`src/rtl/mobo_bus_pkg.sv`:
```
// Shared definitions for the motherboard bus controller: FSM state codes,
// CPU ctrl/stat bit positions and the default address map.
// No ports; imported by mobo_bus.
package mobo_bus_pkg;

   typedef enum logic [2:0] {
      S_IDLE    = 3'd0,
      S_RAM_RD  = 3'd1,
      S_RAM_CAP = 3'd2,
      S_RAM_WR  = 3'd3,
      S_VGA_WR  = 3'd4,
      S_DONE    = 3'd5,
      S_ERR     = 3'd6,
      S_REL     = 3'd7
   } state_e;

   // Bit positions inside mobo_ctrl / mobo_stat
   localparam int CTRL_REQ  = 0;
   localparam int CTRL_WE   = 1;
   localparam int STAT_DONE = 0;
   localparam int STAT_BUSY = 1;
   localparam int STAT_ERR  = 2;

   // Default address map
   localparam int unsigned RAM_WORDS_DEF   = 4096;
   localparam int unsigned VGA_BASE_DEF    = 32'h0001_0000;
   localparam int unsigned VGA_WORDS_DEF   = 4800;
   localparam int unsigned VGA_TIMEOUT_DEF = 1024;

endpackage

```
`src/rtl/mobo_bus.sv`:
```
// Motherboard bus controller: decodes CPU requests to on-board RAM or the
// write-only VGA framebuffer and runs each access with wait states.
// Latency: RAM wr done at T+2, RAM rd done at T+3, VGA wr done one cycle after
// vga_ready, decode error done+err at T+1. Backpressure: vga_ready stalls VGA
// writes up to vga_timeout cycles; the CPU is held off via busy until req drops.
// Ports: clk/rst; CPU side mobo_ctrl, mobo_stat, addr, data_out, data_in;
// RAM side ram_addr/ram_re/ram_we/ram_wdata/ram_rdata; VGA side
// vga_addr/vga_we/vga_wdata/vga_ready.
module mobo_bus
   import mobo_bus_pkg::*;
#(
   parameter int          word_width  = 32,
   parameter int unsigned ram_words   = RAM_WORDS_DEF,
   parameter int unsigned vga_base    = VGA_BASE_DEF,
   parameter int unsigned vga_words   = VGA_WORDS_DEF,
   parameter int unsigned vga_timeout = VGA_TIMEOUT_DEF
) (
   input  logic                  clk,
   input  logic                  rst,
   input  logic [word_width-1:0] mobo_ctrl,
   output logic [word_width-1:0] mobo_stat,
   input  logic [word_width-1:0] addr,
   input  logic [word_width-1:0] data_out,
   output logic [word_width-1:0] data_in,
   output logic [word_width-1:0] ram_addr,
   output logic                  ram_re,
   output logic                  ram_we,
   output logic [word_width-1:0] ram_wdata,
   input  logic [word_width-1:0] ram_rdata,
   output logic [word_width-1:0] vga_addr,
   output logic                  vga_we,
   output logic [word_width-1:0] vga_wdata,
   input  logic                  vga_ready
);

   localparam int CW = $clog2(vga_timeout + 1);

   // Address map bounds carried one bit wider so vga_base+vga_words cannot wrap
   localparam logic [word_width:0]   RAM_LIM    = (word_width+1)'(ram_words);
   localparam logic [word_width:0]   VGA_LO     = (word_width+1)'(vga_base);
   localparam logic [word_width:0]   VGA_HI     = VGA_LO + (word_width+1)'(vga_words);
   localparam logic [word_width-1:0] VGA_BASE_W = VGA_LO[word_width-1:0];
   localparam logic [CW-1:0]         CNT_LAST   = CW'(vga_timeout - 1);

   state_e                  state_q;
   logic                    done_q, busy_q, err_q;
   logic                    ram_re_q, ram_we_q, vga_we_q;
   logic [word_width-1:0]   data_in_q, ram_addr_q, ram_wdata_q, vga_addr_q, vga_wdata_q;
   logic [CW-1:0]           cnt_q;

   logic [word_width:0]     addr_x;
   logic                    ram_hit, vga_hit, req, we;
   logic                    unused_ctrl;

   assign addr_x      = {1'b0, addr};
   assign ram_hit     = addr_x < RAM_LIM;
   assign vga_hit     = (addr_x >= VGA_LO) && (addr_x < VGA_HI);
   assign req         = mobo_ctrl[CTRL_REQ];
   assign we          = mobo_ctrl[CTRL_WE];
   assign unused_ctrl = ^mobo_ctrl[word_width-1:2];

   always_ff @(posedge clk) begin
      if (rst) begin
         state_q     <= S_IDLE;
         done_q      <= 1'b0;
         busy_q      <= 1'b0;
         err_q       <= 1'b0;
         ram_re_q    <= 1'b0;
         ram_we_q    <= 1'b0;
         vga_we_q    <= 1'b0;
         data_in_q   <= '0;
         ram_addr_q  <= '0;
         ram_wdata_q <= '0;
         vga_addr_q  <= '0;
         vga_wdata_q <= '0;
         cnt_q       <= '0;
      end else begin
         // Strobes and status pulses are single-cycle unless re-armed below
         done_q   <= 1'b0;
         err_q    <= 1'b0;
         ram_re_q <= 1'b0;
         ram_we_q <= 1'b0;
         vga_we_q <= 1'b0;
         unique case (state_q)
            S_IDLE: begin
               if (req) begin
                  busy_q <= 1'b1;
                  if (ram_hit) begin
                     ram_addr_q <= addr;
                     if (we) begin
                        ram_wdata_q <= data_out;
                        ram_we_q    <= 1'b1;
                        state_q     <= S_RAM_WR;
                     end else begin
                        ram_re_q <= 1'b1;
                        state_q  <= S_RAM_RD;
                     end
                  end else if (vga_hit && we) begin
                     vga_addr_q  <= addr - VGA_BASE_W;
                     vga_wdata_q <= data_out;
                     vga_we_q    <= 1'b1;
                     cnt_q       <= '0;
                     state_q     <= S_VGA_WR;
                  end else begin
                     // Framebuffer reads and unmapped addresses fail immediately
                     done_q  <= 1'b1;
                     err_q   <= 1'b1;
                     state_q <= S_ERR;
                  end
               end
            end
            S_RAM_WR: begin
               done_q  <= 1'b1;
               state_q <= S_DONE;
            end
            S_RAM_RD: state_q <= S_RAM_CAP;
            S_RAM_CAP: begin
               data_in_q <= ram_rdata;
               done_q    <= 1'b1;
               state_q   <= S_DONE;
            end
            S_VGA_WR: begin
               if (vga_ready) begin
                  done_q  <= 1'b1;
                  state_q <= S_DONE;
               end else if (cnt_q == CNT_LAST) begin
                  // Give up: vga_we drops without the write being accepted
                  done_q  <= 1'b1;
                  err_q   <= 1'b1;
                  state_q <= S_ERR;
               end else begin
                  vga_we_q <= 1'b1;
                  cnt_q    <= cnt_q + CW'(1);
               end
            end
            S_DONE, S_ERR: state_q <= S_REL;
            S_REL: begin
               // Wait for req to drop so a held request is not replayed
               if (!req) begin
                  busy_q  <= 1'b0;
                  state_q <= S_IDLE;
               end
            end
            default: state_q <= S_IDLE;
         endcase
      end
   end

   always_comb begin
      mobo_stat            = '0;
      mobo_stat[STAT_DONE] = done_q;
      mobo_stat[STAT_BUSY] = busy_q;
      mobo_stat[STAT_ERR]  = err_q;
   end

   assign data_in   = data_in_q;
   assign ram_addr  = ram_addr_q;
   assign ram_re    = ram_re_q;
   assign ram_we    = ram_we_q;
   assign ram_wdata = ram_wdata_q;
   assign vga_addr  = vga_addr_q;
   assign vga_we    = vga_we_q;
   assign vga_wdata = vga_wdata_q;

endmodule

```
`config.mk`:
```
export PLATFORM = sky130hd
export DESIGN_NAME = mobo_bus
export DESIGN_NICKNAME = d
export VERILOG_FILES = /design/src/rtl/mobo_bus_pkg.sv /design/src/rtl/mobo_bus.sv
export SDC_FILE = /design/constraint.sdc
export NUM_CORES = 1
export LEC_CHECK = 0
export ABC_AREA = 1
export CAP_MARGIN = 20
export CORE_ASPECT_RATIO = 0.8
export CORE_MARGIN = 1
export CORE_UTILIZATION = 40
export CTS_CLUSTER_DIAMETER = 100
export CTS_CLUSTER_SIZE = 20
export DETAILED_ROUTE_END_ITERATION = 16
export PLACE_DENSITY = 0.78
export SLEW_MARGIN = 20
export SYNTH_ARGS = -nofsm -noshare
export SYNTH_HDL_FRONTEND = slang
export SYNTH_SLANG_ARGS = --single-unit
```
`constraint.sdc`:
```
create_clock -name clk -period 3.55 [get_ports clk]
set_input_delay 0.8875 -clock clk [delete_from_list [all_inputs] [get_ports clk]]
set_output_delay 0.8875 -clock clk [all_outputs]
set_load 0.1 [all_outputs]
```
# Yosys cells after proc, flatten, opt, wreduce, memory -nomap -nowiden

Index checks and enable logic that the tools add are counted.

Flip-flop bits (word level): 180
Logic and storage cells: 83

Add/subtract/negate cells: 2
Magnitude comparators: 3
Equality and inequality tests: 15
Multiplexer cells: 33
Bitwise logic cells: 3
Reduce and logical (&&, ||, !) cells: 14

Operator list:

| operator                                                                               | number |
|---|---|
| 11-bit two-way mux                                                                     | 5 |
| 32-bit by 17-bit greater-or-equal comparator with 1-bit output (second input constant) | 1 |
| 32-bit by 13-bit < comparator with 1-bit output (second input constant)                | 1 |
| 32-bit by 17-bit < comparator with 1-bit output (second input constant)                | 1 |
| 32-bit by 17-bit subtractor with 32-bit output (second input constant)                 | 1 |
| 11-bit one-hot mux with 2 select lines                                                 | 1 |
| 3-bit one-hot mux with 6 select lines                                                  | 1 |
| 1-bit two-way mux                                                                      | 15 |
| 3-bit two-way mux                                                                      | 5 |
| 3-bit equality test (second input constant)                                            | 4 |
| 2-bit inequality test (second input constant)                                          | 6 |
| 11-bit by 1-bit adder with 11-bit output (second input constant)                       | 1 |
| 11-bit by 10-bit equality test with 1-bit output (second input constant)               | 1 |
| 3-bit AND reduction                                                                    | 3 |
| 4-bit AND reduction                                                                    | 2 |
| 3-bit by 2-bit equality test with 1-bit output (second input constant)                 | 2 |
| 1-bit one-hot mux with 2 select lines                                                  | 3 |
| 6-bit AND reduction                                                                    | 1 |
| 2-bit two-way mux                                                                      | 2 |
| 2-bit nonzero test                                                                     | 2 |
| 2-bit OR reduction                                                                     | 2 |
| 4-bit OR reduction                                                                     | 1 |
| 3-bit by 1-bit equality test with 1-bit output (second input constant)                 | 1 |
| 3-bit zero test                                                                        | 1 |
| other kinds (4)                                                                        | 7 |

# Longest topological paths before layout

Depth after elaboration: 7
Mapped depth: 14
Mapped depth without buffers: 13

# Worst setup path before layout

Ideal clock, no wire load.

Path type: input port to flip-flop
Start point: in addr[16]
End point: reg cnt_q[5]
Arrival: 2.130 ns
Required time: 3.438 ns
Slack: 1.309 ns
Stages on the path: 13
Buffers on the path: 2
Path through: inv_1 > ha_1 > nand2_1 > nor2_2 > nand3_2 > nand2_2 > inv_2 > nand3_2 > buf_6 > buf_6 > nand3_1 > nand2_1 > nor2_1

Cells in the longest elaborated chain, start to end: 5
Elaborated cells on any way between the ends: 8

Ends and longest elaborated chain:

| element                                                                                                                           | RTL line        | source |
|---|---|---|
| from (decl)                                                                                                                       | mobo_bus.sv:22  | `input logic [word_width-1:0] addr,` |
| 32-bit by 17-bit greater-or-equal comparator with 1-bit output or 32-bit by 17-bit < comparator with 1-bit output (tied branches) | mobo_bus.sv:57  | `assign vga_hit = (addr_x >= VGA_LO) && (addr_x < VGA_HI);` |
| 1-bit logical AND                                                                                                                 | mobo_bus.sv:57  |  |
| 1-bit logical AND                                                                                                                 | mobo_bus.sv:98  | `end else if (vga_hit && we) begin` |
| 2-bit inequality test (no source line)                                                                                            | --              |  |
| 6-bit AND reduction (no source line) (*)                                                                                          | --              |  |
| to (signal assigned)                                                                                                              | mobo_bus.sv:133 | `cnt_q <= cnt_q + CW'(1);` |
| to (decl)                                                                                                                         | mobo_bus.sv:49  | `logic [CW-1:0] cnt_q;` |

Every way passes the cells marked *; elsewhere a longest branch is shown, timed or not.
A chain may end at the register's enable or synchronous reset.

# Worst setup path in the final report

Start point: reg data_in_q[23], in the netlist data_in[23]
End point: out data_in[23]

RTL lines:

| element                | RTL line        | source |
|---|---|---|
| from (decl)            | mobo_bus.sv:48  | `logic [word_width-1:0] data_in_q, ram_addr_q, ram_wdata_q, vga_addr_q, vga_wdata_q;` |
| from (signal assigned) | mobo_bus.sv:118 | `data_in_q <= ram_rdata;` |
| to (decl)              | mobo_bus.sv:24  | `output logic [word_width-1:0] data_in,` |

No word-level cell between the ends.

==> impl_metrics.ini <==
[global_route]
met3_usage_pct = 7.59
gr-total-overflow = 0
antenna_found_initial = 0
grtUsageMet2_pct = 37.0
globalRoute.busiestLayer = met2
gr-usage-all-layers_pct = 21.9
grt.met1_usage_pct = 26.0
grt_pass1_vias = 6154
grt_pass1_wl_um = 31000
grt_max_degree = 60

[power]
power_leakage_nw = 4.42
peakVddDrop_uv = 350
powerDensity_mw_per_mm2 = 618
p_total_mw = 6.17

[timing]
whs_ns = 0.451
post-route-min-period_ns = 2.79
max_freq_ghz = 0.358
final_hold_viol_count = 0
finalSetupViolations = 0
rsz0062_at_grt = false
fin_crit_sh_pct = 78.7
skew_ns = 0.00995
worst_pin_slew_ns = 1.00
fin_setup_tns_ns = 0
slew_headroom_pct = 33.0
slew_viol_final = 0

[cts]
cts_buffer_depth = 2
cts_tree = yes
post_cts_resized = 0
post_cts_buffers = 0
cts.sinks = 180
clk_latency_ns = 0.43
ctsHoldBuffers = 0
cts_buffers = 17
root_buffer = clkbuf_16
cts_htree_levels = 4
path_clk_slew_ns = 0.07

[die]
die_area_mm2 = 0.0182
initial_core_util_pct = 40.8
die_y_um = 121
io-pin-count = 326
die_x_um = 151
core_area_mm2 = 0.0173
rows = 43

[layout]
final_common_cell = nor2_1
fillers = 1607
layout_common_cells = nor2_1, dfxtp_1, buf_4, clkdlybuf4s50_1, o21ai_0
syn2layout_area_growth_pct = 41.2
n_antenna_cell = 0
drive_gt1_share_pct = 18.6
fin_nets = 1305

[hold_path]
min_path_type = register to register
holdCritStartpoint = ram_addr[12]
hold_depth = 2
min_to = ram_addr[12]

[logic_synthesis]
synth_compound_gate_area_share_pct = 13.9
synth_top_family_by_area = simple AND/OR/NAND/NOR gates
synth_top_cell_by_area = dfxtp_1
synth_area_leaders = dfxtp_1, nor2_1, o21ai_0, buf_4, a21oi_1
syn_area_mm2 = 0.00707
synth-seq-cells = 180
synth_top_cell_area_share_pct = 50.9
syn_area_per_cell_um2 = 7.59
yosys.area_share.adder_pct = 0.531
synthSimpleGateAreaFrac_pct = 24.0
ys_types = 33
synthMuxAreaShare_pct = 0
yosysSeqAreaShare_pct = 50.9
synth-xor-area-share_pct = 0.371
ys_warn_count = 0
synthCells = 932

[worst_setup_path]
r2r_cells = 5
rrSetupSlack_ns = 1.15
end_kind = output pin
r2r_start = state_q[0]
critPathMaxFanout = 2
path_class = register to output pin
crit_family = buffers and inverters
slowest_stage = clkdlybuf4s50_1
cp.required_ns = 2.66
cp.arrival_ns = 1.90
max_stage_delay_ns = 1.14
timing.rr.end = data_in[17]
path_cells = clkdlybuf4s50_1
start_kind = register
crit_buf_inv = 1

[run_status]
outcome = complete, no violations

[route]
drt_iter0_drc = 279
ant_nets = 0
remaining_drc_errors = 0
wl_per_cell_um = 14.3
via_per_inst = 4.73
vias = 6668
wirelength_um = 20100
firstDrtPassIters = 5

[placement]
io_buffers = 266
dp_hpwl_um = 14300
gp_congestion = 0.876

[job]
drv_cap = 0
## cell usage after synthesis
cell,n
buf_1,3
buf_2,8
clkbuf_1,34
o21bai_2,1
nand2_2,1
nand2_1,52
o21ai_1,22
nor2_1,285
nand4_1,3
conb_1,1
nand3b_1,4
nor2_2,6
nor4_1,1
buf_6,4
xnor2_1,1
and2_1,1
nand3_1,39
nand3_2,6
o211ai_1,1
inv_1,53
nor2_4,2
a21oi_2,3
nor3_2,1
nor3_1,7
o21ai_0,115
dfxtp_1,180
ha_1,3
or2_1,1
buf_4,37
o21ai_2,1
inv_2,5
xor2_1,2
a21oi_1,49
## registers in the layout (all words and copies together) (netlist names)
signal and count:
data_in 32, ram_addr 32, ram_wdata 32, vga_addr 32
vga_wdata 32, cnt_q 11, state_q 3, busy_q 1
done_q 1, err_q 1, ram_re 1, ram_we 1
vga_we 1
## kinds of logic (layout without fill, tap and decap cells)
group / Yosys count / after routing
compound gates: 192 / 192
xor+xnor: 3 / 3
fa+ha+maj: 3 / 3
buf+inv: 144 / 368
flops: 180 / 180
other cells: 1 / 29
simple gates: 409 / 409
## metrics by stage
step / setup slack [ns] / util, % / area [µm²] / cells
floorplan: 1.31 / - / 7180 / 960
global placement: 0.458 / 54.1 / 9380 / 1377
detailed placement: 0.364 / 54.1 / 9380 / 1377
CTS: 0.740 / 57.7 / 9990 / 1409
global route: 0.620 / 57.7 / 9990 / 1409
finish: 0.758 / 57.7 / 9990 / 1409
## power by group
group	leakage, nW	switching, mW	internal (mW)
logic	2.67	1.48	0.454
registers	1.46	0.0968	2.18
clock network	0.292	0.822	1.14
## area by class of cell
cell class                      count  area [µm²]  area share (%)
Clock inverter                     13         169            1.69
Sequential cell                   180        3600            36.1
Timing Repair Buffer              278        2410            24.1
Multi-Input combinational cell    636        2860            28.6
Inverter                           58         220            2.20
Clock buffer                       19         443            4.43
Tap cell                          225         282            2.82
## worst max path at each step
| stage | slack (ns) | startpoint | to | cells after the start |
|---|---|---|---|---|
| 2_1_floorplan | 1.31 | addr[16] | cnt_q[5] | 13 |
| 3_3_place_gp | 0.46 | addr[16] | ram_addr[11] | 10 |
| 3_5_place_dp | 0.36 | addr[16] | ram_addr[18] | 10 |
| 4_1_cts | 0.74 | data_in[23] | data_in[23] | 1 |
| 5_1_grt | 0.62 | addr[16] | ram_addr[18] | 10 |
| 6_report | 0.76 | data_in[23] | data_in[23] | 1 |
## worst reg2reg max path, stage by stage (launching register included)
cell     delay [ns]
dfxtp_1        0.33
nor2_1         0.16
nand2_1        0.58
inv_1          1.03
nor2_1         0.11
nor2_1         0.14
## per-layer routing
| metal | part of all wire, % | vias up |
|---|---|---|
| met5 | 0 | - |
| met4 | 1.4 | 0 |
| met3 | 9.6 | 25 |
| met2 | 45 | 239 |
| met1 | 44 | 3003 |
| li1 | - | 3401 |
Note: power is estimated with default switching activity, not from simulation.
